### config.mk
export PLATFORM = sky130hd
export DESIGN_NAME = hilo_mult_unit
export DESIGN_NICKNAME = d
export VERILOG_FILES = /design/src/rtl/hilo_pkg.sv /design/src/rtl/shift_add_mult_core.sv /design/src/rtl/hilo_mult_unit.sv
export SDC_FILE = /design/constraint.sdc
export NUM_CORES = 1
export LEC_CHECK = 0
export CAP_MARGIN = 10
export CORE_ASPECT_RATIO = 0.7
export CORE_UTILIZATION = 27
export DETAILED_ROUTE_END_ITERATION = 16
export GPL_TIMING_DRIVEN = 0
export SLEW_MARGIN = 25
export SYNTH_ARGS = -nofsm -noshare
export SYNTH_HDL_FRONTEND = slang
export SYNTH_SLANG_ARGS = --single-unit
### constraint.sdc
create_clock -name Clk -period 7.4 [get_ports Clk]
set_input_delay 1.11 -clock Clk [delete_from_list [all_inputs] [get_ports Clk]]
set_output_delay 1.11 -clock Clk [all_outputs]
set_load 0.01 [all_outputs]
### src/rtl/hilo_pkg.sv
// Shared constants for the HI/LO execute unit: op codes, FSM encoding and default width.
package hilo_pkg;

    localparam int HILO_DATA_WIDTH = 32;

    localparam logic [2:0] OP_NOP   = 3'd0;
    localparam logic [2:0] OP_MULT  = 3'd1;
    localparam logic [2:0] OP_MULTU = 3'd2;
    localparam logic [2:0] OP_MADD  = 3'd3;
    localparam logic [2:0] OP_MSUB  = 3'd4;
    localparam logic [2:0] OP_MTHI  = 3'd5;
    localparam logic [2:0] OP_MTLO  = 3'd6;

    localparam logic [1:0] ST_IDLE  = 2'd0;
    localparam logic [1:0] ST_RUN   = 2'd1;
    localparam logic [1:0] ST_WRITE = 2'd2;

    function automatic logic is_mul_op(input logic [2:0] op);
        return (op == OP_MULT) || (op == OP_MULTU) || (op == OP_MADD) || (op == OP_MSUB);
    endfunction

endpackage

### src/rtl/shift_add_mult_core.sv
// Iterative unsigned shift-add multiplier, one partial-product step per cycle.
// With HILO_EARLY_TERM_EN defined, last_o also fires once the remaining multiplier bits are zero.
module shift_add_mult_core
    import hilo_pkg::*;
#(
    parameter int DATA_WIDTH = HILO_DATA_WIDTH
) (
    input  logic                    clk_i,
    input  logic                    rst_ni,
    input  logic                    load_i,
    input  logic                    step_i,
    input  logic [DATA_WIDTH-1:0]   mcand_i,
    input  logic [DATA_WIDTH-1:0]   mplier_i,
    output logic [2*DATA_WIDTH-1:0] product_o,
    output logic                    last_o
);
    localparam int PW    = 2 * DATA_WIDTH;
    localparam int CNT_W = $clog2(DATA_WIDTH);
    localparam logic [CNT_W-1:0] CNT_MAX = CNT_W'(DATA_WIDTH - 1);

    logic [PW-1:0]         prod_q, prod_d;
    logic [PW-1:0]         mcand_q, mcand_d;
    logic [DATA_WIDTH-1:0] mplier_q, mplier_d;
    logic [CNT_W-1:0]      cnt_q, cnt_d;

    always_comb begin
        prod_d   = prod_q;
        mcand_d  = mcand_q;
        mplier_d = mplier_q;
        cnt_d    = cnt_q;
        if (load_i) begin
            prod_d   = '0;
            mcand_d  = {{DATA_WIDTH{1'b0}}, mcand_i};
            mplier_d = mplier_i;
            cnt_d    = '0;
        end else if (step_i) begin
            if (mplier_q[0]) begin
                prod_d = prod_q + mcand_q;
            end
            mcand_d  = mcand_q << 1;
            mplier_d = mplier_q >> 1;
            cnt_d    = cnt_q + 1'b1;
        end
    end

    // last_o describes the step about to be taken with the current register contents
`ifdef HILO_EARLY_TERM_EN
    assign last_o = (cnt_q == CNT_MAX) || (mplier_q[DATA_WIDTH-1:1] == '0);
`else
    assign last_o = (cnt_q == CNT_MAX);
`endif

    assign product_o = prod_q;

    always_ff @(posedge clk_i or negedge rst_ni) begin
        if (!rst_ni) begin
            prod_q   <= '0;
            mcand_q  <= '0;
            mplier_q <= '0;
            cnt_q    <= '0;
        end else begin
            prod_q   <= prod_d;
            mcand_q  <= mcand_d;
            mplier_q <= mplier_d;
            cnt_q    <= cnt_d;
        end
    end

endmodule

### src/rtl/hilo_mult_unit.sv
// HI/LO execute unit: owns HI/LO, sequences the multiply core, applies sign and accumulate, raises stall.
// Optional HILO_EARLY_TERM_EN shortens multiplies whose multiplier runs out of set bits early.
module hilo_mult_unit
    import hilo_pkg::*;
#(
    parameter int DATA_WIDTH = HILO_DATA_WIDTH
) (
    input  logic                  Clk,
    input  logic                  Reset_n,
    input  logic                  Start,
    input  logic [2:0]            Op,
    input  logic [DATA_WIDTH-1:0] OperandA_In,
    input  logic [DATA_WIDTH-1:0] OperandB_In,
    input  logic                  ReadHiLo,
    input  logic                  ReadSel,
    output logic [DATA_WIDTH-1:0] HiLo_Out,
    output logic                  Busy,
    output logic                  Done,
    output logic                  Stall_Out
);
    localparam int PW = 2 * DATA_WIDTH;

    logic [1:0]            state_q, state_d;
    logic [2:0]            op_q, op_d;
    logic                  sign_q, sign_d;
    logic [DATA_WIDTH-1:0] hi_q, hi_d;
    logic [DATA_WIDTH-1:0] lo_q, lo_d;

    logic                  op_signed;
    logic                  mul_load;
    logic                  mul_step;
    logic                  mul_last;
    logic [PW-1:0]         mul_product;
    logic signed [PW-1:0]  prod_signed;
    logic signed [PW-1:0]  acc_result;

    function automatic logic [DATA_WIDTH-1:0] magnitude(input logic [DATA_WIDTH-1:0] v,
                                                        input logic is_signed);
        return (is_signed && v[DATA_WIDTH-1]) ? -v : v;
    endfunction

    function automatic logic signed [PW-1:0] apply_sign(input logic [PW-1:0] p, input logic neg);
        return neg ? -$signed(p) : $signed(p);
    endfunction

    assign op_signed = (Op != OP_MULTU);
    assign mul_load  = (state_q == ST_IDLE) && Start && is_mul_op(Op);
    assign mul_step  = (state_q == ST_RUN);

    shift_add_mult_core #(
        .DATA_WIDTH(DATA_WIDTH)
    ) u_core (
        .clk_i    (Clk),
        .rst_ni   (Reset_n),
        .load_i   (mul_load),
        .step_i   (mul_step),
        .mcand_i  (magnitude(OperandA_In, op_signed)),
        .mplier_i (magnitude(OperandB_In, op_signed)),
        .product_o(mul_product),
        .last_o   (mul_last)
    );

    // WRITE stage: sign-correct the magnitude product, then optionally fold into {HI,LO}
    assign prod_signed = apply_sign(mul_product, sign_q);

    always_comb begin
        acc_result = prod_signed;
        case (op_q)
            OP_MADD: acc_result = $signed({hi_q, lo_q}) + prod_signed;
            OP_MSUB: acc_result = $signed({hi_q, lo_q}) - prod_signed;
            default: acc_result = prod_signed;
        endcase
    end

    always_comb begin
        state_d = state_q;
        op_d    = op_q;
        sign_d  = sign_q;
        hi_d    = hi_q;
        lo_d    = lo_q;
        case (state_q)
            ST_IDLE: begin
                if (Start) begin
                    if (is_mul_op(Op)) begin
                        state_d = ST_RUN;
                        op_d    = Op;
                        sign_d  = op_signed && (OperandA_In[DATA_WIDTH-1] ^ OperandB_In[DATA_WIDTH-1]);
                    end else if (Op == OP_MTHI) begin
                        hi_d = OperandA_In;
                    end else if (Op == OP_MTLO) begin
                        lo_d = OperandA_In;
                    end
                end
            end
            ST_RUN: begin
                if (mul_last) begin
                    state_d = ST_WRITE;
                end
            end
            ST_WRITE: begin
                {hi_d, lo_d} = acc_result;
                state_d      = ST_IDLE;
            end
            default: state_d = ST_IDLE;
        endcase
    end

    always_ff @(posedge Clk or negedge Reset_n) begin
        if (!Reset_n) begin
            state_q <= ST_IDLE;
            op_q    <= OP_NOP;
            sign_q  <= 1'b0;
            hi_q    <= '0;
            lo_q    <= '0;
        end else begin
            state_q <= state_d;
            op_q    <= op_d;
            sign_q  <= sign_d;
            hi_q    <= hi_d;
            lo_q    <= lo_d;
        end
    end

    assign Busy      = (state_q == ST_RUN) || (state_q == ST_WRITE);
    assign Done      = (state_q == ST_WRITE);
    assign Stall_Out = Busy && (Start || ReadHiLo);
    assign HiLo_Out  = ReadSel ? hi_q : lo_q;

endmodule
==> results.txt <==
In the finished design, the share of the clock period the worst path needs comes to 0.978. Dividing the detail-routed via count by the number of cells gives 5.79. The number of clock buffers inserted by TritonCTS is 27. The worst path meets setup with ~160 ps of slack. The synthesized design contains 0 enable-type register cells.

The die area is 87,000 sq um. Clock tree synthesis found a total of between 200 and 250 sinks. The flow ran to the end, and the final reports show no timing, DRC or antenna violations. Relative to the synthesized area, the layout overhead comes to 16.0%.

The number of non-filler instances in the completed layout is roughly 4,300. The number of antenna violations at the first check in global routing came to 10. In the synthesized netlist the dominant register cell turns out to be dfrtp_1. The number of nets still failing antenna checks after routing came out at 0. The placeable core area is between 80,000 and 90,000 sq um.

STA classifies the critical path endpoint as a flip-flop. The detailed-routing iteration count for the pre-antenna-repair pass is 6. The setup slack of the most critical reg-to-reg path came out at 160 ps. The number of input and output port buffers inserted came out at 102. For this run, asynchronously set or reset flops after synthesis account for 1.00. The number of cell instances on the worst register-to-register path came out at 25. The initial cell density of the core is 0.274. The number of design rule violations left after detail routing is 0.

In this run the critical register-to-register path is captured at hi_q[11]$_DFFE_PN0P_. After legalization and detailed placement, the total HPWL measured 79,000 microns. Global routing finished with a remaining overflow of 0. The setup TNS after final layout is 0 ps. Summing over every cut layer, the via total after detailed routing is around 25,000. STA classifies the critical path startpoint as a flip-flop. After synthesis the netlist holds a flip-flop and latch count of 235. The slowest cell on the critical path is dfrtp_1. The final count of hold timing violations came out at 0. The proportion of synthesized chip area in sequential cells is 0.254. The commonest non-fill, non-tap cell in the layout is nand2_1. Summing every instance area after synthesis gives 23,200 sq um. The max-slew violation count came out at 0.

The worst setup path category is reg -> reg. Clock-pin slew was measured on the worst setup and hold paths at approximately 70 ps. The count of final setup violators is 0.

The area after detailed placement is 25,700 sq um. The last weighted congestion value of the routability-driven placer is 1.08. The horizontal die dimension is 352 microns.

The total I/O pin count is between 100 and 150. Entering global routing, the biggest net connects 85 pins. The minimum clock period after layout is 7240 ps.

The cell at the root of the clock tree is clkbuf_16. The biggest area contributor in the post-synthesis netlist is dfrtp_1. Across the run, the number of max-cap violations was 0. The die height came out at 247 microns. In this run the critical register-to-register path is launched from u_core.product_o[1]$_DFFE_PN0P_.

Once placement completed, the tool counted placed cells totaling approximately 4,200. After floorplanning, the core was divided into 89 placement rows. The internal power summed over all cells is between 6 and 7 mW.

The combinational share of power came out at 0.754. The final net count is approximately 3,300. The number of nets in the synthesized netlist is approximately 3,200.

In this run the number of H-tree levels came out at 1. The quantity of hold-fixing buffers added after cts is 0. The multi-input combinational cell area came out at 16,600 sq um. TritonCTS built the clock tree. Final hold analysis gives a worst-case slack of 470 ps. Clock latency on the worst-skew pair, taken at its later pin, is between 600 and 700 ps.

The top cell types in the final layout, fill and taps aside, are 392 x nand2_1, 260 x o21ai_0, 250 x a21oi_1, 234 x dfrtp_1, 233 x nor2_1. Data on the critical path is required at its endpoint by 7890 ps. On the worst path, the slowest cell contributes a delay of 500 ps. The actual slew at the worst max-slew pin is 1140 ps. The combined global-route utilization of all metal layers is 0.220.

The switching component of the power is slightly below 9 mW. The routed length per placed instance is 23.3 microns. The final cell utilization of the core is 0.318. The largest driver fanout on the critical path came out at 10.

The data arrival time of the worst path is 7730 ps. The count of synthesis-stage warnings from yosys is 0. The fraction of power spent switching nets is 0.559. The part of the total power dissipated in the clock network came out at 0.094. The highest clock frequency the design can meet came out at 0.138 GHz.

Headroom to the max-slew limit came out at 0.238. The distinct cell type count of the synthesized netlist came out at 91. The number of buffers between clock root and the deepest sink came out at 3. The instance count of the mapped netlist is approximately 3,000.

The number of filler cells placed in the layout is 9,123. The cell leakage power is 11.1 nW. Ranked by total cell area, the synthesized netlist is headed by dfrtp_1 25%, ha_1 7.3%, nand2_1 6.4%. The setup slack after placement came out at -1430 ps. The final routed wirelength across all metal layers is 99,500 microns.

The share of synthesized area in the top cell type comes to 0.254. The power density over the cells came out at between 500 and 600 nW/um^2. The final instance area came out at about 27,000 sq um. The worst ir drop on vdd is roughly 0.25 mV. The total power of the final layout came out at 15.5 mW. The tightest min-delay check is of the in -> async type. The number of global-route vias before repair came to 22,000. In this run, the number of DRC markers left after iteration 0 of detailed routing was 3,568.

Of the total power, registers draw 0.152. The ratio of cells with drive above 1 in the final layout is 0.0603. In the final layout, flip-flops and latches occupy 5880 sq um. Clock skew on the completed layout was measured at 23.9 ps. The average size of a mapped cell came out at 7.79 sq um. The first-pass GRT wire length came out at 146,000 microns.
==> worst max-delay path by stage <==
stage	startpoint	slack (ps)	to	cells after the start
global placement	Reset_n	-6020	u_core.mplier_q[9]$_DFFE_PN0P_	1
finish	u_core.product_o[1]$_DFFE_PN0P_	160	hi_q[11]$_DFFE_PN0P_	25
detailed placement	sign_q$_DFFE_PN0P_	-1430	hi_q[30]$_DFFE_PN0P_	22
floorplan	u_core.product_o[0]$_DFFE_PN0P_	1220	hi_q[30]$_DFFE_PN0P_	23
CTS	u_core.product_o[11]$_DFFE_PN0P_	5	hi_q[11]$_DFFE_PN0P_	22
global route	u_core.product_o[1]$_DFFE_PN0P_	-4	hi_q[30]$_DFFE_PN0P_	23
==> layer usage <==
layer  GRT usage  share of wire  wire length [microns]  vias up
met3      0.0918           0.15                  15300      150
met2       0.271           0.35                  35000     1492
met1       0.342           0.48                  47200    12000
met5           0        0.00063                     63        -
li1            -              -                      -    11100
met4      0.0335          0.019                   1850       10
==> power by group through the flow <==
| stage | Combinational (mW) | Clock, mW | Sequential [mW] |
|---|---|---|---|
| global placement | 10.9 | 0 | 2.30 |
| global route | 12.5 | 1.52 | 2.38 |
| detailed placement | 10.9 | 0 | 2.30 |
| floorplan | 8.04 | 0 | 2.04 |
| CTS | 11.0 | 1.47 | 2.29 |
| finish | 11.7 | 1.46 | 2.35 |
==> state kept, by name, summed over array words and instances (netlist names) <==
register          flops
op_q                  3
u_core.mplier_q      32
u_core.product_o     64
state_q               2
hi_q                 32
u_core.mcand_q       64
u_core.cnt_q          5
lo_q                 32
sign_q                1
==> cells in the mapped netlist (22+ instances only) <==
| master | n |
|---|---|
| nand2_1 | 392 |
| o21ai_0 | 262 |
| a21oi_1 | 251 |
| dfrtp_1 | 235 |
| nor2_1 | 235 |
| clkbuf_1 | 162 |
| xnor2_1 | 145 |
| ha_1 | 135 |
| xor2_1 | 131 |
| mux2i_1 | 105 |
| a21o_1 | 77 |
| inv_1 | 59 |
| nand3_1 | 59 |
| nor3_1 | 56 |
| nand4_1 | 45 |
| a31oi_1 | 41 |
| o31ai_1 | 38 |
| nor4_1 | 36 |
| o211ai_1 | 35 |
| or3_1 | 34 |
| a211oi_1 | 32 |
| mux2_2 | 32 |
| nand2b_1 | 24 |
| o21bai_1 | 22 |
==> worst max-delay path: cells and delay by family, from the launching register on <==
kind,cells,cell delay [ps]
compound gates,11,3050
simple gates,5,1380
buf+inv,4,870
xor+xnor,2,510
flops,1,500
fa+ha+maj,2,480
mux,1,310
==> kinds of logic after synthesis <==
logic type / count (synthesis) / synth area share
xor gates and xnor gates: 278 / 0.106
buffers and inverters: 242 / 0.0406
DFF: 235 / 0.254
and+or+nand+nor: 1027 / 0.213
muxes: 137 / 0.0609
AOI/OAI and AO/OA: 920 / 0.251
adders and majority gates: 137 / 0.0746
==> layout make-up <==
cell class              count  share of cell area
inverters                  59             0.00838
clock buffers              36              0.0286
diodes                      5            0.000466
plain buffers             181              0.0269
clock inverters            12             0.00559
multi-input cells        2499               0.616
flip-flops and latches    235               0.219
well taps                1137              0.0529
repair buffers            110              0.0419
==> repair_timing <==
action,CTS,global route
setup buffers,0,6
gates resized for setup,18,28
endpoints found under the hold margin,0,0
setup endpoints to repair,41,36
pin swaps,0,7
No activity file was read; power rests on OpenSTA's default activity.
